$ cat config.mk
export PLATFORM = sky130hd
export DESIGN_NAME = data_sync_tx
export DESIGN_NICKNAME = d
export VERILOG_FILES = /design/src/rtl/data_sync_pkg.sv /design/src/rtl/data_sync_tx_buf.sv /design/src/rtl/data_sync_tx.sv
export SDC_FILE = /design/constraint.sdc
export NUM_CORES = 1
export LEC_CHECK = 0
export CAP_MARGIN = 20
export CORE_MARGIN = 10
export CORE_UTILIZATION = 52
export DETAILED_ROUTE_END_ITERATION = 12
export DONT_BUFFER_PORTS = 1
export GPL_ROUTABILITY_DRIVEN = 1
export HOLD_SLACK_MARGIN = 0.12
export PLACE_DENSITY = 0.74
export SYNTH_ARGS = -nofsm -noshare
export SYNTH_HDL_FRONTEND = slang
export SYNTH_HIERARCHICAL = 1
export SYNTH_SLANG_ARGS = --single-unit
$ cat constraint.sdc
create_clock -name CLK -period 1.3 [get_ports CLK]
set_input_delay 0.26 -clock CLK [delete_from_list [all_inputs] [get_ports CLK]]
set_output_delay 0.26 -clock CLK [all_outputs]
set_load 0.02 [all_outputs]
$ cat src/rtl/data_sync_pkg.sv
// -----------------------------------------------------------------------------
// data_sync_pkg
// Shared definitions for the bus-synchronizer launcher (data_sync_tx) and the
// destination-side synchronizer.
//   - data_sync_state_e : launcher FSM states
//   - DEFAULT_*         : default word width / hold / gap lengths. The width
//                         must match the synchronizer's BUS_WIDTH.
//   - cnt_width()       : width of the hold/gap down-counter
// -----------------------------------------------------------------------------
package data_sync_pkg;

   typedef enum logic [1:0] {
      ST_IDLE  = 2'd0,
      ST_SETUP = 2'd1,
      ST_HOLD  = 2'd2,
      ST_GAP   = 2'd3
   } data_sync_state_e;

   localparam int DEFAULT_BUS_WIDTH   = 8;
   localparam int DEFAULT_HOLD_CYCLES = 4;
   localparam int DEFAULT_GAP_CYCLES  = 4;

   // The counter only ever holds (cycles-1), so $clog2 of the larger length
   // is enough; a single-cycle window still needs one bit.
   function automatic int cnt_width(input int hold_cycles, input int gap_cycles);
      int m;
      int w;
      m = (hold_cycles > gap_cycles) ? hold_cycles : gap_cycles;
      w = $clog2(m);
      return (w < 1) ? 1 : w;
   endfunction

endpackage

$ cat src/rtl/data_sync_tx_buf.sv
// -----------------------------------------------------------------------------
// data_sync_tx_buf
// Two-entry FIFO placed in front of the launcher FSM when DATA_SYNC_TX_BUF_EN
// is defined.
// Ports:
//   CLK      in  : clock, rising edge
//   RST      in  : asynchronous active-low reset (FIFO empties)
//   push     in  : write wr_data (ignored when full unless popping as well)
//   pop      in  : drop the head entry (ignored when empty)
//   wr_data  in  : word to store
//   rd_data  out : head entry, valid while !empty
//   full     out : two entries held
//   empty    out : no entries held
// Push and pop in the same cycle while full is legal: the head is read from
// the old storage while the freed slot takes the new word, so order holds.
// -----------------------------------------------------------------------------
module data_sync_tx_buf #(
   parameter int W = 8
) (
   input  logic         CLK,
   input  logic         RST,
   input  logic         push,
   input  logic         pop,
   input  logic [W-1:0] wr_data,
   output logic [W-1:0] rd_data,
   output logic         full,
   output logic         empty
);

   logic [W-1:0] mem [2];
   logic         rd_ptr;
   logic         wr_ptr;
   logic [1:0]   count;
   logic         do_push;
   logic         do_pop;

   assign full    = (count == 2'd2);
   assign empty   = (count == 2'd0);
   assign do_pop  = pop && !empty;
   assign do_push = push && (!full || do_pop);
   assign rd_data = mem[rd_ptr];

   always_ff @(posedge CLK or negedge RST) begin
      if (!RST) begin
         mem[0] <= '0;
         mem[1] <= '0;
         rd_ptr <= 1'b0;
         wr_ptr <= 1'b0;
         count  <= 2'd0;
      end else begin
         if (do_push) begin
            mem[wr_ptr] <= wr_data;
            wr_ptr      <= ~wr_ptr;
         end
         if (do_pop) begin
            rd_ptr <= ~rd_ptr;
         end
         case ({do_push, do_pop})
            2'b10:   count <= count + 2'd1;
            2'b01:   count <= count - 2'd1;
            default: count <= count;
         endcase
      end
   end

endmodule

$ cat src/rtl/data_sync_tx.sv
// -----------------------------------------------------------------------------
// data_sync_tx
// Source-side launcher for the multi-flop bus synchronizer. Each accepted word
// is put on unsync_bus one cycle before bus_enable rises, bus_enable is held
// high for HOLD_CYCLES and then low for at least GAP_CYCLES, so the
// destination sees one enable pulse and one clean capture per word.
//
// Handshake: a word transfers on a rising CLK where in_valid && in_ready.
// in_ready never depends combinationally on in_valid; a refused word must be
// held by the upstream, and in_data is only sampled on the accept edge.
//
// Ports:
//   CLK        in  : source clock, rising edge
//   RST        in  : asynchronous active-low reset
//   in_data    in  : word to transfer (BUS_WIDTH)
//   in_valid   in  : in_data valid
//   in_ready   out : a word can be accepted this cycle
//   unsync_bus out : registered data to the synchronizer
//   bus_enable out : registered enable level to the synchronizer
//   busy       out : FSM not idle, or a word is buffered
//   dbg_state  out : current FSM state, for observation only
//
// Build option DATA_SYNC_TX_BUF_EN: adds a 2-entry input FIFO; words are then
// accepted in any state and back-to-back words skip the IDLE cycle.
// Without it, in_ready is high only in IDLE.
//
// HOLD_CYCLES and GAP_CYCLES, seen in destination time, must each exceed the
// synchronizer depth + 1; nothing here checks that.
// -----------------------------------------------------------------------------
module data_sync_tx
   import data_sync_pkg::*;
#(
   parameter int BUS_WIDTH   = DEFAULT_BUS_WIDTH,
   parameter int HOLD_CYCLES = DEFAULT_HOLD_CYCLES,
   parameter int GAP_CYCLES  = DEFAULT_GAP_CYCLES
) (
   input  logic                 CLK,
   input  logic                 RST,
   input  logic [BUS_WIDTH-1:0] in_data,
   input  logic                 in_valid,
   output logic                 in_ready,
   output logic [BUS_WIDTH-1:0] unsync_bus,
   output logic                 bus_enable,
   output logic                 busy,
   output data_sync_state_e     dbg_state
);

   localparam int CNT_W = cnt_width(HOLD_CYCLES, GAP_CYCLES);
   localparam logic [CNT_W-1:0] HOLD_LOAD = CNT_W'(HOLD_CYCLES - 1);
   localparam logic [CNT_W-1:0] GAP_LOAD  = CNT_W'(GAP_CYCLES - 1);

   data_sync_state_e       state;
   logic [CNT_W-1:0]       cnt;
   logic                   launch_ok;    // a word is available to launch
   logic [BUS_WIDTH-1:0]   launch_data;  // the word that would be launched
   logic                   launch;       // FSM takes a word this cycle

`ifdef DATA_SYNC_TX_BUF_EN
   localparam bit CHAIN_EN = 1'b1;

   logic                 buf_full;
   logic                 buf_empty;
   logic [BUS_WIDTH-1:0] buf_data;

   data_sync_tx_buf #(
      .W (BUS_WIDTH)
   ) u_buf (
      .CLK     (CLK),
      .RST     (RST),
      .push    (in_valid && !buf_full),
      .pop     (launch),
      .wr_data (in_data),
      .rd_data (buf_data),
      .full    (buf_full),
      .empty   (buf_empty)
   );

   // full/empty come from the FIFO's count register, so these stay free of
   // any in_valid path.
   assign in_ready    = !buf_full;
   assign launch_ok   = !buf_empty;
   assign launch_data = buf_data;
   assign busy        = (state != ST_IDLE) || !buf_empty;
`else
   localparam bit CHAIN_EN = 1'b0;

   assign in_ready    = (state == ST_IDLE);
   assign launch_ok   = in_valid;
   assign launch_data = in_data;
   assign busy        = (state != ST_IDLE);
`endif

   // Launch from IDLE, or (buffered build only) straight out of the last GAP
   // cycle so a queued word does not pay for an IDLE cycle.
   assign launch = launch_ok &&
                   ((state == ST_IDLE) ||
                    (CHAIN_EN && (state == ST_GAP) && (cnt == '0)));

   assign dbg_state = state;

   // unsync_bus only loads on the edge that enters SETUP, when bus_enable is
   // already low; it is therefore stable for the SETUP cycle and the whole
   // HOLD window.
   always_ff @(posedge CLK or negedge RST) begin
      if (!RST) begin
         state      <= ST_IDLE;
         cnt        <= '0;
         unsync_bus <= '0;
         bus_enable <= 1'b0;
      end else begin
         case (state)
            ST_IDLE: begin
               if (launch) begin
                  unsync_bus <= launch_data;
                  state      <= ST_SETUP;
               end
            end
            ST_SETUP: begin
               bus_enable <= 1'b1;
               cnt        <= HOLD_LOAD;
               state      <= ST_HOLD;
            end
            ST_HOLD: begin
               if (cnt == '0) begin
                  bus_enable <= 1'b0;
                  cnt        <= GAP_LOAD;
                  state      <= ST_GAP;
               end else begin
                  cnt <= cnt - CNT_W'(1);
               end
            end
            ST_GAP: begin
               if (cnt == '0) begin
                  if (launch) begin
                     unsync_bus <= launch_data;
                     state      <= ST_SETUP;
                  end else begin
                     state <= ST_IDLE;
                  end
               end else begin
                  cnt <= cnt - CNT_W'(1);
               end
            end
            default: begin
               bus_enable <= 1'b0;
               state      <= ST_IDLE;
            end
         endcase
      end
   end

endmodule

Yosys cells after proc, flatten, opt, wreduce, memory -nomap -nowiden. Cells that the tools add are included.

Reduce and logical (&&, ||, !) cells: 11. Multiplexer cells: 13. Add/sub/neg operators: 1. Equality and inequality tests: 7.

Operator list (number): $mux W8 (2); $pmux W8 S2 (1); $mux W2 (5); $pmux W2 S4 (1); $ne A2 B2 Y1 const B (3); $pmux W2 S3 (1); $reduce_and A2 Y1 (3); $reduce_bool A2 Y1 (3); $eq A2 B2 Y1 const B (2); $logic_not A2 Y1 (2); $reduce_and A3 Y1 (1); $reduce_bool A3 Y1 (1); $eq A2 B1 Y1 const B (1); $mux W1 (2); $ne A2 B1 Y1 const B (1); $pmux W1 S2 (1); $sub A2 B1 Y2 const B (1); $logic_and A1 B1 Y1 (1).

Bits of input ports: 11. Output and inout port bits: 13. Register bits after elaboration: 13. Logic and storage cells: 36.

Depth between registers and ports, before layout. Gate-level depths: netlist of run 1.

Depth after elaboration: 5. Mapped depth: 6. Gate-level depth less buffers: 5.

Worst setup path before layout of run 1. No wires, ideal clock.

Kind: register -> register. Start point: register state[0] (netlist: dbg_state[0]). End point: register unsync_bus[0]. Stages on the path, launching flop included: 5. Period minus slack after synthesis: 1.627 ns. Arrival time: 1.502 ns. Slack: -0.327 ns. Library setup time: 0.125 ns. Data required time: 1.175 ns. Path buffers: 0. Cells stage by stage: dfrtp_1 -> inv_1 -> ha_1 -> o211ai_4 -> mux2_2.

Word-level cells in the longest chain between the ends: 5. Elaborated cells between the ends (all ways): 9. Those cells by class: 2 x eq/ne; 3 x mux; 4 x reduce/logical.

RTL lines: from (decl) (RTL line data_sync_tx.sv:52) `data_sync_state_e state;`; from (signal assigned) (RTL line data_sync_tx.sv:106) `state <= ST_IDLE;`; from (signal assigned) (RTL line data_sync_tx.sv:115) `state <= ST_SETUP;`; from (signal assigned) (RTL line data_sync_tx.sv:121) `state <= ST_HOLD;`; $logic_not A2 Y1 *; via in_ready (RTL line data_sync_tx.sv:41) `output logic in_ready,`; $logic_and A1 B1 Y1 (RTL line data_sync_tx.sv:95) `assign launch = launch_ok &&`; $mux W8 (2 in series); $pmux W8 S2 (RTL line data_sync_tx.sv:111) `case (state)`; to (signal assigned) (RTL line data_sync_tx.sv:114) `unsync_bus <= launch_data;`; to (signal assigned) (RTL line data_sync_tx.sv:135) `unsync_bus <= launch_data;`; to (decl) (RTL line data_sync_tx.sv:42) `output logic [BUS_WIDTH-1:0] unsync_bus,`.

Mark *: on every way through the listed nets, which the timed path passes. The rest lies on a longest branch. The select of a mux whose other input is x is not followed. A chain may end at the register's enable or synchronous reset.

Final worst setup path of run 1.
Start point: register cnt[1]. End point: register unsync_bus[5].

Word-level cells in the longest chain between the ends: 3.

RTL lines: from (decl) (RTL line data_sync_tx.sv:53) `logic [CNT_W-1:0] cnt;`; from (signal assigned) (RTL line data_sync_tx.sv:129) `cnt <= cnt - CNT_W'(1);`; from (signal assigned) (RTL line data_sync_tx.sv:141) `cnt <= cnt - CNT_W'(1);`; $logic_not A2 Y1 (RTL line data_sync_tx.sv:133) `if (cnt == '0) begin`; $ne A2 B2 Y1 (no line); $reduce_and A2 Y1 (no line).

Every way passes these cells.

==> results of run 1 <==
report_power, final:
| group | internal [mW] | switching [mW] | leakage [nW] | total [mW] |
|---|---|---|---|---|
| clock | 0.119 | 0.152 | 0.0150 | 0.272 |
| sequential | 0.628 | 0.383 | 0.150 | 1.01 |
| combinational | 1.19 | 1.05 | 0.309 | 2.24 |
Yosys cell counts:
cell / n
inv_2: 1
inv_1: 7
o32a_1: 1
o211ai_4: 1
a21oi_1: 3
nand2b_1: 1
o21ai_0: 2
ha_1: 6
xnor2_1: 1
nand2_1: 2
a21oi_2: 1
nor2_1: 1
mux2i_1: 1
mux2_2: 9
buf_4: 1
dfrtp_1: 13
o22ai_1: 3
o21ba_4: 1
per-layer routing:
metal | vias to the layer above | routed length [µm] | global-route usage (%)
met4 | 0 | 72 | 8.532
met3 | 9 | 205 | 5.695
met1 | 265 | 823 | 9.784
met2 | 36 | 1175 | 21.57
li1 | 244 | - | -
met5 | - | 0 | 0
layout make-up:
class | count | area share, %
timing repair buffer | 23 | 19.45
inverter | 8 | 3.580
clock buffer | 4 | 2.506
sequential | 13 | 31.26
multi-input combinational | 33 | 41.53
tap | 14 | 1.671
final timing paths:
kind,end,slack [ns],cells after the start
hold reg to reg,bus_enable$_DFFE_PN0P_,0.64,2
max in group asynchronous,dbg_state[0]$_DFFE_PN0P_,0.46,1
min in group asynchronous,cnt[0]$_DFFE_PN0P_,0.41,1
setup / recovery,unsync_bus[5]$_DFFE_PN0P_,-0.21,4
hold / removal,unsync_bus[7]$_DFFE_PN0P_,0.11,1
setup reg to reg,unsync_bus[5]$_DFFE_PN0P_,-0.21,4
logic make-up (layout without fill, tap and decap cells):
kind of cell / after synthesis / count (layout)
AND/OR/NAND/NOR: 4 / 4
multiplexers: 10 / 10
flip-flops: 13 / 13
buffers and inverters: 9 / 35
adder cells (fa/ha/maj): 6 / 6
XOR/XNOR: 1 / 1
AO/OA/AOI/OAI: 12 / 12
flip-flops by register name (all words and copies together) (netlist names):
signal,cells
cnt,2
bus_enable,1
dbg_state,2
unsync_bus,8
what timing repair did:
item / 4_1_cts / 5_1_grt
pin swaps: 3 / 5
hold endpoints to repair: 13 / 4
cloned: 0 / 0
resized for setup: 15 / 9
hold buffers: 1 / 4
buffers inserted: 3 / 4
endpoints found under the setup margin: 14 / 15
through the flow:
stage	hold WS, ns	utilization (%)	power (mW)
6_report	0.1137	89.53	3.523
4_1_cts	0.1261	79.17	3.059
3_5_place_dp	-0.03515	70.51	2.567
2_1_floorplan	-0.03559	-	2.028
5_1_grt	0.1042	89.53	3.691
3_3_place_gp	-0.03509	70.51	2.406
critical path, cell delays in order, from the launching register on:
cell	delay, ns
dfrtp_1	0.38
inv_1	0.09
ha_4	0.19
o211ai_4	0.35
mux2_2	0.39
==> summary.md, run 1 <==
| Metric | Value |
|---|---|
| # IOs | 24 |
| Initial core utilization | 57.69% |
| DRT Pass-1 Iters | 4 |
| Area of the multi-input gates | ~440 µm² |
| Worst R2R Start | cnt[1]$_DFFE_PN0P_ |
| Number of global-route vias before repair | 586 |
| Syn Nets | 72 |
| Hpwl dp | between 1000 and 1500 µm |
| Avg Cell Area, Syn | approximately 12 µm² |
| Ys Warns | 6 |
| Worst setup SP type | register |
| Final setup vio count | 15 |
| Main combinational cell family by area after synthesis | multiplexers |
| CTS Buffer Depth | 2 |
| Worst vdd ir | about 2.3 mV |
| Die height | 56.05 µm |
| Most common cell after layout, fill and taps aside | buf_4 |
| Clock Skew | 0.002048 ns |
| FMAX | 0.6629 GHz |
| Worst slew pin tran | 0.6037 ns |
| Slew headroom | 59.62% |
| Post-synthesis cell type count | 18 |
| Post-synthesis sequential area ratio | 48.15% |
| Worst skew pair latency | 0.29 ns |
| Grt ovf | 0 |
| CTS buffer count | 3 |
| Diode count | 0 |
| Status | finished with violations |
| Crit path DAT | 1.69 ns |
| Crit. End Element | register |
| Simple-gate area share of the yosys netlist | 2.593% |
| Mux cell area share after synthesis | 16.48% |
| Filler Cells Inserted | 40 |
| Hold path start | in_data[7] |
| Post-Synth Adder-Cell Area | approximately 11% |
| Commonest non-fill, non-tap cells in the layout | buf_4, dfrtp_1, mux2_2 |
| CORE AREA | ~1200 µm² |
| Input/output buffers | 0 |
| # rows | 12 |
| Synth Area in XOR/XNOR | ~1.3% |
| Cells after Synth | 55 |
| Tmin final | 1.509 ns |
| Area grow syn2layout | 55.19% |
| Max Cap Viol | 0 |
| Largest fanout on the critical path | 8 |
| Post-Route WL | roughly 2300 µm |
| Initial antenna violation count | 0 |
| Synth top area cells | dfrtp_1, mux2_2, ha_1 |
| Synth Area in Compound Gates | 14.81% |
| CTS Sinks | 13 |
| Root Buffer | clkbuf_4 |
| CP required | roughly 1.5 ns |
| RSZ-0062 raised after global routing | true |
| Fin crit share | 116.0% |
| Final Cell Area | 1049 µm² |
| Avg Vias per Cell | between 5 and 6 |
| Share of post-route cells with drive strength above 1 | 61.73% |
| CP Class | register to register |
| Cell Area, Placed | 825.8 µm² |
| Hold Path Class | input pin to register |
| Failing checks | setup timing |
| Mapped Area | slightly below 700 µm² |
| Finished Layout Cells | 95 |
| CTS tree | yes |
| Inst Count DP | 80 |
| GP Congestion | 0.8030 |
| Vias | 554 |
| Register area | 327.8 µm² |
| Static Leakage | 0.4745 nW |
| Residual DRC count | 0 |
| Dpl ws | -0.1684 ns |
| Yosys top cell by area | dfrtp_1 |
| Worst setup margin | -0.2085 ns |
| Iter 0 DRT Violations | 29 |
| Die area | approximately 3100 µm² |
| Seq cells post-synth | 13 |
| Wire per inst | 23.96 µm |
| Crit path from | cnt[1]$_DFFE_PN0P_ |
| H-tree lvl count | 1 |
| Pwr per Cell Area | 3360 nW/µm² |
| GRT Util Overall | a little under an eighth |
| Final hold vios | 0 |
| Die Wd | 56.05 µm |
| Post-synth top area share | 48.15% |
| Routed Antenna Nets | 0 |
| TNS Setup | -2.356 ns |
| Clk slew on worst S/H paths | 0.09 ns |
| NumNets Final | 99 |
| Global-route wire length before repair | 2973 µm |
| Final Slew Violations | 0 |
| Largest net degree at the start of global routing | 14 |
Power figures use the tool's default switching activity.
==> run 2: changes to the inputs <==
--- a/constraint.sdc
+++ b/constraint.sdc
@@ -3,2 +3,2 @@
 set_output_delay 0.26 -clock CLK [all_outputs]
-set_load 0.02 [all_outputs]
+set_load 0.005 [all_outputs]
==> run 2 against run 1 <==
The run still ends with setup timing left. Sequential power fell by 15%. Final cell count fell by 6.3%. Non-clock buffer count shrank 6. Setup slack better by 0.018 ns. Clock power shrank 8.8%. Clock-buffer cell count is the same. Worst hold slack gained 0.013 ns. Cell area shrank 5.3%. Flip-flop and latch count is the same. Critical path depth up 1. Wire length down 8.2%. Clock skew up 0.0031 ns.
==> summary.md, run 2 (synthesis results as in run 1) <==
| Metric | Value |
|---|---|
| Slew headroom | 61.74% (was 59.62%) |
| Crit path DAT | 1.69 ns (about the same) |
| Diode count | 0 (unchanged) |
| DRT Pass-1 Iters | 3 (was 4) |
| Top reg by flops | unsync_bus (unchanged) |
| Root Buffer | clkbuf_4 (unchanged) |
| Global-route wire length before repair | 2973 µm (unchanged) |
| Filler Cells Inserted | 53 (was 40) |
| H-tree lvl count | 1 (unchanged) |
| FMAX | 0.6710 GHz (was 0.6629 GHz) |
| Max Cap Viol | 0 (unchanged) |
| Worst vdd ir | 1.764 mV (was 2.267 mV) |
| Clock Skew | 0.005175 ns (was 0.002048 ns) |
| Share of post-route cells with drive strength above 1 | 61.33% (was 61.73%) |
| Hold Path Class | input pin to register (unchanged) |
| Initial core utilization | 57.69% (unchanged) |
| Input/output buffers | 0 (unchanged) |
| Overall power | 3.183 mW (was 3.523 mW) |
| Commonest non-fill, non-tap cells in the layout | dfrtp_1, buf_4, mux2_4 (was buf_4, dfrtp_1, mux2_2) |
| CORE AREA | 1171 µm² (unchanged) |
| Worst skew pair latency | 0.28 ns (was 0.29 ns) |
| CTS tree | yes (unchanged) |
| Wire per inst | 23.47 µm (was 23.96 µm) |
| Iter 0 DRT Violations | 8 (was 29) |
| Tmin final | 1.490 ns (was 1.509 ns) |
| Status | finished with violations (unchanged) |
| Worst setup SP type | register (unchanged) |
| NumNets Final | 93 (was 99) |
| RSZ-0062 raised after global routing | true (unchanged) |
| Worst slew pin tran | 0.5720 ns (was 0.6037 ns) |
| Worst setup margin | -0.1903 ns (was -0.2085 ns) |
| Die area | 3141 µm² (unchanged) |
| Final Slew Violations | 0 (unchanged) |
| Crit. End Element | register (unchanged) |
| CTS Sinks | 13 (unchanged) |
| Largest net degree at the start of global routing | 14 (unchanged) |
| Vias | 513 (was 554) |
| Post-Route WL | 2089 µm (was 2276 µm) |
| Die Wd | 56.05 µm (unchanged) |
| Routed Antenna Nets | 0 (unchanged) |
| Initial antenna violation count | 0 (unchanged) |
| Final hold vios | 0 (unchanged) |
| GP Congestion | 0.7389 (was 0.8030) |
| TNS Setup | -1.955 ns (was -2.356 ns) |
| Hpwl dp | 1115 µm (was 1419 µm) |
| Largest fanout on the critical path | 4 (was 8) |
| # IOs | 24 (unchanged) |
| Fin crit share | 114.6% (was 116.0%) |
| Die height | 56.05 µm (unchanged) |
| CTS buffer count | 3 (unchanged) |
| Pwr per Cell Area | 3204 nW/µm² (was 3360 nW/µm²) |
| Final setup vio count | 15 (unchanged) |
| Number of global-route vias before repair | 572 (was 586) |
| # rows | 12 (unchanged) |
| CTS Buffer Depth | 2 (unchanged) |
| Max FFs per register | 8 (unchanged) |
| CP required | 1.50 ns (was 1.48 ns) |
| GRT Util Overall | 11.89% (was 11.95%) |
| Avg Vias per Cell | 5.764 (was 5.832) |
| Area grow syn2layout | 47.04% (was 55.19%) |
| Failing checks | setup timing (unchanged) |
| CP Class | register to register (unchanged) |
| Static Leakage | 0.4671 nW (was 0.4745 nW) |
| Residual DRC count | 0 (unchanged) |
| Clk slew on worst S/H paths | 0.08 ns (was 0.09 ns) |
| Grt ovf | 0 (unchanged) |
-- run 2: changes by cell type in the layout (fill, tap and decap cells not counted), moves of 2 or more --
cell           change
a21oi_2            -2
dlygate4sd3_1      -4
mux2_2             -6
mux2_4             +6
a21oi_1            +2
buf_4              -2
-- run 2: final timing paths --
| kind | startpoint | cells after the start | endpoint | slack [ns] |
|---|---|---|---|---|
| worst min-delay path | in_data[2] | 1 | unsync_bus[2]$_DFFE_PN0P_ | 0.13 |
| worst max register to register | dbg_state[1]$_DFFE_PN0P_ | 5 | bus_enable$_DFFE_PN0P_ | -0.19 |
| worst max-delay path | dbg_state[1]$_DFFE_PN0P_ | 5 | bus_enable$_DFFE_PN0P_ | -0.19 |
| min in group asynchronous | RST | 1 | dbg_state[0]$_DFFE_PN0P_ | 0.41 |
| worst min register to register | unsync_bus[4]$_DFFE_PN0P_ | 1 | unsync_bus[4]$_DFFE_PN0P_ | 0.55 |
| max in group asynchronous | RST | 1 | dbg_state[1]$_DFFE_PN0P_ | 0.48 |
-- run 2: stage by stage --
stage                     util, %  worst slack (ns)  instances  instance area (µm²)  hold slack, ns
after floorplan                 -           -0.1627         55                685.7        -0.03559
after CTS                   79.49           -0.1318         89                930.9          0.1365
after global placement      66.77           -0.1770         80                782.0        -0.03526
after detailed placement    66.77           -0.2074         80                782.0        -0.03523
after global routing        84.83           -0.1946         89                993.5          0.1160
final                       84.83           -0.1903         89                993.5          0.1262
-- run 2: timing repair --
action,4_1_cts,5_1_grt
resized for setup,18,14
setup endpoints to repair,12,15
buffers inserted,4,0
pin swaps,4,6
hold buffers,1,0
endpoints found under the hold margin,13,0
-- run 2: area by class of cell --
type / instances / area (µm²) / area share (%)
well taps: 14 / 17.52 / 1.763
inverters: 8 / 32.53 / 3.275
flip-flops and latches: 13 / 327.8 / 33.00
clock buffers: 4 / 26.28 / 2.645
multi-input cells: 33 / 431.7 / 43.45
repair buffers: 17 / 157.7 / 15.87
-- run 2: report_power, final --
part	internal [mW]	switching [mW]
Clock	0.119	0.129
Sequential	0.631	0.225
Combinational	1.20	0.882
Total	1.95	1.24
-- run 2: worst max-delay path, stage by stage, from the launching register on --
cell,delay [ns]
dfrtp_2,0.46
buf_4,0.15
ha_1,0.29
mux2i_4,0.31
nand2_1,0.11
o21ai_2,0.08
-- run 2: routing by layer --
layer / track usage, % / share of wire, % / up-vias / wire length [µm]
met5: 0 / 0 / - / 0
met2: 19.69 / 49 / 20 / 1019
met1: 12.80 / 39 / 257 / 813
li1: - / - / 228 / -
met4: 2.048 / 3.1 / 0 / 64
met3: 7.062 / 9.1 / 8 / 191
==> run 3: changes to the inputs <==
Settings changed: SETUP_SLACK_MARGIN set to 0.4.
==> run 3 against run 2 <==
Clock-buffer cell count unchanged. Cell area increased by 16%. Flip-flop and latch count unchanged. Via count increased by 44%. Utilization increased by 13 points. Fmax decreased by 14%. Total power increased by 19%. Sequential power increased by 4.8%. Worst hold slack got worse by 0.096 ns. Die area unchanged. Critical path type unchanged. The flow still finishes with violations (setup timing).
==> summary.md, run 3 (synthesis results as in run 1) <==
| Metric | Value |
|---|---|
| Fin util | 98.18% (was 84.83%) |
| Worst setup SP type | register (unchanged) |
| GP Congestion | 0.7104 (was 0.7389) |
| Worst vdd ir | 2.048 mV (was 1.764 mV) |
| Number of global-route vias before repair | 681 (was 572) |
| CP required | 1.50 ns (about the same) |
| Filler Cells Inserted | 11 (was 53) |
| M3 GR Usage | 5.467% (was 7.062%) |
| Final setup vio count | 16 (was 15) |
| Residual DRC count | 0 (unchanged) |
| Grt ovf | 0 (unchanged) |
| GR peak layer | met2 (unchanged) |
| Max FFs per register | 8 (unchanged) |
| Final Cell Area | 1150 µm² (was 993.5 µm²) |
| Share of post-route cells with drive strength above 1 | 61.36% (was 61.33%) |
| CTS buffer count | 3 (unchanged) |
| Input/output buffers | 0 (unchanged) |
| Top reg by flops | unsync_bus (unchanged) |
| Status | finished with violations (unchanged) |
| Worst slew pin tran | 0.6517 ns (was 0.5720 ns) |
| Worst setup margin | -0.4354 ns (was -0.1903 ns) |
| Crit path buf inv count | 2 (was 1) |
| Pwr per Cell Area | 3303 nW/µm² (was 3204 nW/µm²) |
| Max Cap Viol | 0 (unchanged) |
| Root Buffer | clkbuf_4 (unchanged) |
| Failing checks | setup timing (unchanged) |
| Largest net degree at the start of global routing | 14 (unchanged) |
| Avg Vias per Cell | 6.916 (was 5.764) |
| Routed Antenna Nets | 0 (unchanged) |
| Final hold vios | 0 (unchanged) |
| Area grow syn2layout | 70.18% (was 47.04%) |
| Iter 0 DRT Violations | 58 (was 8) |
| Static Leakage | 0.5374 nW (was 0.4671 nW) |
| Global-route wire length before repair | 3712 µm (was 2973 µm) |
| CTS tree | yes (unchanged) |
| Met1 GRT Util | 14.25% (was 12.80%) |
| Cell Area, Placed | 784.5 µm² (was 782.0 µm²) |
| Finished Layout Cells | 107 (was 89) |
| # IOs | 24 (unchanged) |
| Met2 Resource Use GR | 26.61% (was 19.69%) |
| CTS Buffer Depth | 2 (unchanged) |
| Inst Count DP | 80 (unchanged) |
| Crit. End Element | register (unchanged) |
| Die Wd | 56.05 µm (unchanged) |
| Worst-path cell chain | ha_2 > inv_2 > o211ai_4 > buf_6 > mux2_4 (was buf_4 > ha_1 > mux2i_4 > nand2_1 > o21ai_2) |
| Worst skew pair latency | 0.31 ns (was 0.28 ns) |
| Most common cell after layout, fill and taps aside | buf_4 |
| CP Class | register to register (unchanged) |
| CTS Sinks | 13 (unchanged) |
| H-tree lvl count | 1 (unchanged) |
| Crit path DAT | 1.94 ns (was 1.69 ns) |
| Die height | 56.05 µm (unchanged) |
| NumNets Final | 106 (was 93) |
| Final Slew Violations | 0 (unchanged) |
| Slew headroom | 56.55% (was 61.74%) |
| Critical path's largest stage delay | 0.50 ns (was 0.46 ns) |
| Vias | 740 (was 513) |
| Reg-to-reg slack, setup | -0.44 ns (was -0.19 ns) |
| # rows | 12 (unchanged) |
| Clock Skew | 0.005701 ns (was 0.005175 ns) |
| Die area | 3141 µm² (unchanged) |
| Largest fanout on the critical path | 4 (unchanged) |
| Initial core utilization | 57.69% (unchanged) |
| Clk slew on worst S/H paths | 0.10 ns (was 0.08 ns) |
| Crit path max-delay family | flip-flops (unchanged) |
| CORE AREA | 1171 µm² (unchanged) |
| Initial antenna violation count | 2 (was 0) |
| Wire per inst | 35.25 µm (was 23.47 µm) |
| Commonest non-fill, non-tap cells in the layout | buf_4, dfrtp_1, mux2_4, dlygate4sd3_1, buf_6 (was dfrtp_1, buf_4, mux2_4) |
| Hold Path Class | input pin to asynchronous set/reset pin (was input pin to register) |
| GRT Util Overall | 14.94% (was 11.89%) |
| RSZ-0062 raised after global routing | true (unchanged) |
| Post-Route WL | 3772 µm (was 2089 µm) |
| Fin crit share | 133.5% (was 114.6%) |
| DRT Pass-1 Iters | 4 (was 3) |
| Hpwl dp | 1167 µm (was 1115 µm) |
| FMAX | 0.5762 GHz (was 0.6710 GHz) |
| Tmin final | 1.735 ns (was 1.490 ns) |
| Critical path's slowest cell | dfrtp_1 (was dfrtp_2) |
-- run 3: cell types whose count changed in the layout (fill, tap and decap cells not counted), sizes merged --
cell          delta
buf              +5
diode            +5
dlygate4sd3      +7
dlymetal6s4s     +1
-- run 3: final timing paths --
| path | from | endpoint | cells past startpoint |
|---|---|---|---|
| min in group CLK | in_valid | dbg_state[1]$_DFFE_PN0P_ | 3 |
| max in group asynchronous | RST | dbg_state[1]$_DFFE_PN0P_ | 1 |
| worst max-delay path | dbg_state[0]$_DFFE_PN0P_ | unsync_bus[6]$_DFFE_PN0P_ | 5 |
| worst min register to register | unsync_bus[1]$_DFFE_PN0P_ | unsync_bus[1]$_DFFE_PN0P_ | 1 |
| worst max register to register | dbg_state[0]$_DFFE_PN0P_ | unsync_bus[6]$_DFFE_PN0P_ | 5 |
| worst min-delay path | RST | unsync_bus[2]$_DFFE_PN0P_ | 1 |
-- run 3: where the power goes --
part	internal (mW)	switching, mW	total, mW
Clock	0.120	0.178	0.299
Combinational	1.32	1.28	2.60
Sequential	0.626	0.271	0.897
-- run 3: worst reg2reg max path: stages, from the launching register on --
cell and delay, ns:
dfrtp_1 0.50, ha_2 0.29, inv_2 0.08, o211ai_4 0.26
buf_6 0.18, mux2_4 0.32
-- run 3: metal layers --
metal / part of all wire, % / wire (µm) / vias to the layer above
li1: - / - / 259
met1: 33 / 1239 / 349
met2: 46 / 1721 / 108
met3: 16 / 606 / 24
met4: 5.4 / 204 / 0
met5: 0 / 0 / -
-- run 3: cell type report --
type                            count  area, µm²  area share, %
Multi-Input combinational cell     33      457.9          39.83
Sequential cell                    13      326.6          28.40
Timing Repair Buffer               30      276.5          24.05
Inverter                            8      32.53          2.829
Clock buffer                        4      26.28          2.285
Tap cell                           14      17.52          1.523
Antenna cell                        5      12.51          1.088
-- run 3: stage by stage --
stage | setup WS (ns) | hold slack (ns) | setup TNS (ns) | power (mW)
3_3_place_gp | -0.1825 | -0.03520 | -1.806 | 2.047
2_1_floorplan | -0.1627 | -0.03559 | -1.413 | 1.648
6_report | -0.4354 | 0.03003 | -5.025 | 3.798
3_5_place_dp | -0.2073 | -0.03518 | -2.108 | 2.112
5_1_grt | -0.4563 | 0.05463 | -5.461 | 3.831
4_1_cts | -0.2040 | 0.1210 | -2.191 | 2.862
-- run 3: what timing repair did --
action                                  4_1_cts  5_1_grt
setup buffers                                 7        2
endpoints found under the hold margin        13       21
pin swaps                                     6        3
hold buffers                                  1        8
resized for setup                            25       15
endpoints found under the setup margin       26       26
